## src/rtl/mc_control_fsm.sv

```systemverilog
// Multicycle MIPS-lite control sequencer: steps fetch/decode/exec/mem/wb,
// stalls on the mem_ready handshake, and traps on illegal opcodes or memory timeouts.
// Ports:
//   clk, rst_n (sync, active-low)
//   opcode, alu_zero, mem_ready in
//   datapath controls, trap, trap_cause, state out
module mc_control_fsm #(
  parameter int unsigned TIMEOUT = 16
) (
  input  logic       clk,
  input  logic       rst_n,
  input  logic [5:0] opcode,
  input  logic       alu_zero,
  input  logic       mem_ready,
  output logic       pc_write,
  output logic       pc_write_cond,
  output logic [1:0] pc_source,
  output logic       ir_write,
  output logic       i_or_d,
  output logic       mem_read,
  output logic       mem_write,
  output logic       mem_to_reg,
  output logic [1:0] reg_dst,
  output logic       reg_write,
  output logic       link,
  output logic       alu_src_a,
  output logic [1:0] alu_src_b,
  output logic [1:0] alu_op,
  output logic       trap,
  output logic [1:0] trap_cause,
  output logic [3:0] state
);

  typedef enum logic [3:0] {
    FETCH    = 4'd0,
    DECODE   = 4'd1,
    EXEC_R   = 4'd2,
    EXEC_I   = 4'd3,
    R_WB     = 4'd4,
    I_WB     = 4'd5,
    MEM_ADDR = 4'd6,
    MEM_RD   = 4'd7,
    MEM_WB   = 4'd8,
    MEM_WR   = 4'd9,
    BRANCH   = 4'd10,
    JAL      = 4'd11,
    JSP_ADDR = 4'd12,
    JSP_RD   = 4'd13,
    TRAP     = 4'd14
  } state_t;

  localparam logic [5:0] OP_R    = 6'b000000;
  localparam logic [5:0] OP_LW   = 6'b100011;
  localparam logic [5:0] OP_SW   = 6'b101011;
  localparam logic [5:0] OP_BEQ  = 6'b000100;
  localparam logic [5:0] OP_NORI = 6'b001101;
  localparam logic [5:0] OP_JAL  = 6'b000011;
  localparam logic [5:0] OP_JSP  = 6'b010010;

  localparam logic [8:0] TO = 9'(TIMEOUT);

  state_t     st;
  logic [7:0] wcnt;
  logic       trap_q;
  logic [1:0] cause_q;
  logic       mem_state;
  logic [8:0] wnext;
  logic       to_hit;

  // The zero flag gates pc_write_cond inside the datapath.
  logic unused_alu_zero;
  assign unused_alu_zero = alu_zero;

  assign mem_state = (st == FETCH) || (st == MEM_RD) ||
                     (st == MEM_WR) || (st == JSP_RD);
  assign wnext  = {1'b0, wcnt} + 9'd1;
  // Ready in the same cycle as the limit wins; only a miss traps.
  assign to_hit = (wnext >= TO);

  always_ff @(posedge clk) begin
    if (!rst_n) begin
      st      <= FETCH;
      wcnt    <= '0;
      trap_q  <= 1'b0;
      cause_q <= 2'd0;
    end else begin
      // Counter survives only while a request keeps stalling.
      wcnt <= '0;
      if (mem_state && !mem_ready) begin
        if (to_hit) begin
          st      <= TRAP;
          trap_q  <= 1'b1;
          cause_q <= 2'd2;
        end else begin
          wcnt <= wnext[7:0];
        end
      end else begin
        unique case (st)
          FETCH: st <= DECODE;
          DECODE: begin
            unique case (opcode)
              OP_R:          st <= EXEC_R;
              OP_NORI:       st <= EXEC_I;
              OP_LW, OP_SW:  st <= MEM_ADDR;
              OP_BEQ:        st <= BRANCH;
              OP_JAL:        st <= JAL;
              OP_JSP:        st <= JSP_ADDR;
              default: begin
                st      <= TRAP;
                trap_q  <= 1'b1;
                cause_q <= 2'd1;
              end
            endcase
          end
          EXEC_R:   st <= R_WB;
          EXEC_I:   st <= I_WB;
          MEM_ADDR: st <= (opcode == OP_SW) ? MEM_WR : MEM_RD;
          MEM_RD:   st <= MEM_WB;
          JSP_ADDR: st <= JSP_RD;
          TRAP:     st <= TRAP;
          R_WB, I_WB, MEM_WB, MEM_WR,
          BRANCH, JAL, JSP_RD: st <= FETCH;
          default:  st <= FETCH;
        endcase
      end
    end
  end

  always_comb begin
    pc_write      = 1'b0;
    pc_write_cond = 1'b0;
    pc_source     = 2'd0;
    ir_write      = 1'b0;
    i_or_d        = 1'b0;
    mem_read      = 1'b0;
    mem_write     = 1'b0;
    mem_to_reg    = 1'b0;
    reg_dst       = 2'd0;
    reg_write     = 1'b0;
    link          = 1'b0;
    alu_src_a     = 1'b0;
    alu_src_b     = 2'd0;
    alu_op        = 2'd0;
    unique case (st)
      FETCH: begin
        mem_read  = 1'b1;
        alu_src_b = 2'd1;
        ir_write  = mem_ready;
        pc_write  = mem_ready;
      end
      DECODE: alu_src_b = 2'd3;
      EXEC_R: begin
        alu_src_a = 1'b1;
        alu_op    = 2'd2;
      end
      R_WB: begin
        reg_dst   = 2'd1;
        reg_write = 1'b1;
      end
      EXEC_I: begin
        alu_src_a = 1'b1;
        alu_src_b = 2'd2;
        alu_op    = 2'd3;
      end
      I_WB: reg_write = 1'b1;
      MEM_ADDR, JSP_ADDR: begin
        alu_src_a = 1'b1;
        alu_src_b = 2'd2;
      end
      MEM_RD: begin
        mem_read = 1'b1;
        i_or_d   = 1'b1;
      end
      MEM_WB: begin
        mem_to_reg = 1'b1;
        reg_write  = 1'b1;
      end
      MEM_WR: begin
        mem_write = 1'b1;
        i_or_d    = 1'b1;
      end
      BRANCH: begin
        alu_src_a     = 1'b1;
        alu_op        = 2'd1;
        pc_write_cond = 1'b1;
        pc_source     = 2'd1;
      end
      JAL: begin
        pc_write  = 1'b1;
        pc_source = 2'd2;
        reg_write = 1'b1;
        reg_dst   = 2'd2;
        link      = 1'b1;
      end
      JSP_RD: begin
        mem_read  = 1'b1;
        i_or_d    = 1'b1;
        pc_source = 2'd3;
        pc_write  = mem_ready;
      end
      default: ;
    endcase
  end

  assign trap       = trap_q;
  assign trap_cause = cause_q;
  assign state      = st;

endmodule

```

## config.mk

```make
export PLATFORM = sky130hd
export DESIGN_NAME = mc_control_fsm
export DESIGN_NICKNAME = d
export VERILOG_FILES = /design/src/rtl/mc_control_fsm.sv
export SDC_FILE = /design/constraint.sdc
export NUM_CORES = 1
export LEC_CHECK = 0
export ABC_AREA = 1
export BUFFER_PORTS_ARGS = -buffer_cell sky130_fd_sc_hd__clkbuf_2
export CORE_MARGIN = 2
export CORE_UTILIZATION = 50
export DETAILED_ROUTE_END_ITERATION = 8
export PLACE_DENSITY = 0.79
export SLEW_MARGIN = 20
export SYNTH_ARGS = -nofsm -noshare
export SYNTH_HDL_FRONTEND = slang
export SYNTH_SLANG_ARGS = --single-unit
export TNS_END_PERCENT = 30
```

## constraint.sdc

```tcl
create_clock -name clk -period 1.9 [get_ports clk]
set_input_delay 0.19 -clock clk [delete_from_list [all_inputs] [get_ports clk]]
set_output_delay 0.19 -clock clk [all_outputs]
set_load 0.01 [all_outputs]
```

==> qor.csv <==
stage,metric,value,unit
run_status,status,"finished, final reports clean",
global_routing,GRT Overall Usage,22.93,%
sta,Final Hold Vio Count,0,
yosys,Mapped Area,1091,um2
sta,Setup Skew,7.080,ps
placement,port buffer count,33,
sta,RSZ-0062 raised after global routing,false,
die,Site Rows,16,
route,1st-iter DRT viols,11,
placement,gpl congestion,0.8997,
clocking,Hold Buf Count CTS,0,
power_and_ir_drop,VDD IR-drop max,0.0006499,V
route,antenna-violating nets left,0,
clocking,clock sink total,15,
global_routing,M1 GR Usage,27.78,%
global_routing,pin count of the biggest net entering global routing,11,
sta,highest clock rate,0.5853,GHz
clocking,cts bufs inserted,3,
global_routing,initial antenna violation count,0,
hold_path,worst min path class,input port to flip-flop,
global_routing,Overflow after GRT,0,
worst_setup_path,CP arrival,1520,ps
cells_and_area,Nets,230,
hold_path,source of the worst hold timing path,rst_n,
worst_setup_path,CP Max Fanout,7,
die,Die Wd,50.71,um
clocking,# H-tree levels,1,
die,Die ar.,2572,um2
worst_setup_path,kind of end point of the critical path,output port,
route,routed wire length,2.559,mm
worst_setup_path,reg2reg setup slack,260,ps
worst_setup_path,startpoint class of the critical path,flip-flop,
worst_setup_path,worst reg2reg path depth,9,
power_and_ir_drop,Pleak,0.7594,nW
clocking,CTS tree,done,
worst_setup_path,crit path cell chain,nor2_1 > nand2_2 > inv_1 > a21oi_1 > o21ai_0 > clkbuf_2,
die,core area,2002,um2
cells_and_area,share of cells above drive strength 1,27.98,%
cells_and_area,Layout area overhead,22.59,%
yosys,library cells used by synthesis,29,
worst_setup_path,Reg-to-Reg End,state[1],
worst_setup_path,CP Class,flip-flop to output port,
hold_path,Hold Path Depth,3,
route,Vias/cell,4.873,
global_routing,first-pass GRT wire length,4.498,mm
flow_run,Max Cap Viol,0,
sta,minimum clock period,1709,ps
die,I/O Pins,35,
clocking,Skew-Pair Late Insertion Delay,300,ps
sta,fin worst setup slack,191.5,ps
global_routing,grt met3 use,6.250,%
global_routing,grt peak-use layer,met2,
yosys,number of synthesis warnings,0,
clocking,"CTS clk-pin slew, worst paths",100,ps
placement,DP Worst Slack,292.9,ps
worst_setup_path,reg2reg start,wcnt[0],
sta,"Slew Viols, Final",0,
clocking,Max clock buf depth,2,
worst_setup_path,Critical Path Max Stage Delay,390,ps
route,DR WL/cell,10.44,um
global_routing,vias in the first global route,1108,
yosys,Yosys reg bits,15,
sta,endpoints failing setup,0,
die,Initial Util,54.50,%
yosys,synthesized area per cell,6.164,um2
route,Residual DRC,0,
power_and_ir_drop,power per cell area,1235,nW/um2
worst_setup_path,CP Data Required Time,1710,ps
placement,Final HPWL DP,2.098,mm
route,vias,1194,
sta,Final period util,89.92,%
hold_path,WHS Endpoint,trap_cause[1],
die,Die H,50.71,um
cells_and_area,antenna diode count,0,
global_routing,grt met2 use,39.25,%
sta,Fin Setup TNS,0,ps
clocking,Root Buffer,clkbuf_4,
yosys,sequential area share after synthesis,27.52,%
yosys,Post-Syn Instances,177,
worst_setup_path,slowest CP cell,dfxtp_1,
route,Initial DRT Pass Iterations,4,
-- area by class of cell --
cell class                 count  area, um2
clock inverter                 1      7.507
timing repair buffer          35      180.2
fill                         204      664.4
tap                           27      33.78
inverter                      34      127.6
sequential                    15      302.8
clock buffer                   3      22.52
multi-input combinational    130      663.1
-- timing repair --
action / CTS / global route
buffers inserted: 0 / 0
resized for setup: 0 / 2
setup endpoints to repair: 0 / 5
-- cells by family after synthesis --
family	after synthesis	synth area share, %
adder cells (fa/ha/maj)	1	1.147
buffers and inverters	35	12.73
XOR/XNOR	1	0.8029
AND/OR/NAND/NOR	105	47.48
other	1	0.3437
AO/OA/AOI/OAI	19	9.978
flip-flops	15	27.52
-- synthesized netlist by cell type, drive strengths merged --
master / n / share of area, %
nand2: 42 / 17
nor2: 37 / 16
inv: 34 / 12
nand3: 16 / 7.3
dfxtp: 15 / 28
o21ai: 8 / 3.7
a21oi: 7 / 3.6
nand4: 3 / 2.3
nand3b: 2 / 1.4
nor3: 2 / 0.92
a211oi: 1 / 0.69
and3: 1 / 0.69
buf: 1 / 1.0
conb: 1 / 0.34
ha: 1 / 1.1
nor3b: 1 / 0.69
nor4: 1 / 1.1
o211ai: 1 / 0.69
o21a: 1 / 0.69
o21bai: 1 / 0.69
xnor2: 1 / 0.80
-- layout by cell type (no fill, tap or decap), drive strengths merged --
cell,count
a211oi,1
a21oi,7
and3,1
buf,2
clkbuf,36
clkinvlp,1
conb,4
dfxtp,15
ha,1
inv,34
nand2,42
nand3,16
nand3b,2
nand4,3
nor2,37
nor3,2
nor3b,1
nor4,1
o211ai,1
o21a,1
o21ai,8
o21bai,1
xnor2,1
-- critical path: cells and delay by family (launching register included) --
family | cells | cell delay [ps]
DFF | 1 | 390
and+or+nand+nor | 2 | 380
buffers and inverters | 2 | 260
AOI/OAI and AO/OA | 2 | 200
-- state kept, by name, indices dropped and copies added, names as in the netlist --
| register | cells |
|---|---|
| trap_cause | 2 |
| trap | 1 |
| state | 4 |
| wcnt | 8 |
-- power breakdown --
part | switching [mW] | internal, mW
logic | 0.616 | 0.375
registers | 0.0810 | 0.386
clock network | 0.112 | 0.0803
-- through the flow --
stage          power (mW)  hold WS, ps  util [%]  cells  cell area (um2)
2_1_floorplan       1.136        315.1         -    180             1102
3_3_place_gp        1.433        435.3     65.19    241             1305
3_5_place_dp        1.463        445.6     65.19    241             1305
4_1_cts             1.656        141.8     66.69    245             1335
5_1_grt             1.797        159.6     66.81    245             1338
6_report            1.651        151.9     66.81    245             1338
-- how the worst max path moves through the flow --
stage	startpoint	to	slack, ps	depth (start not counted)
global route	state[1]	alu_op[0]	10	8
CTS	state[1]	alu_op[0]	110	8
global placement	wcnt[0]	state[1]	340	9
finish	state[0]	pc_write	190	6
detailed placement	wcnt[0]	state[1]	290	9
floorplan	wcnt[0]	state[1]	440	10
-- layer usage --
layer / share of wire (%) / up-vias
met5: 0 / -
met4: 1.8 / 0
met3: 4.0 / 7
met2: 48 / 21
met1: 46 / 539
li1: - / 627
Power figures use the tool's default switching activity.
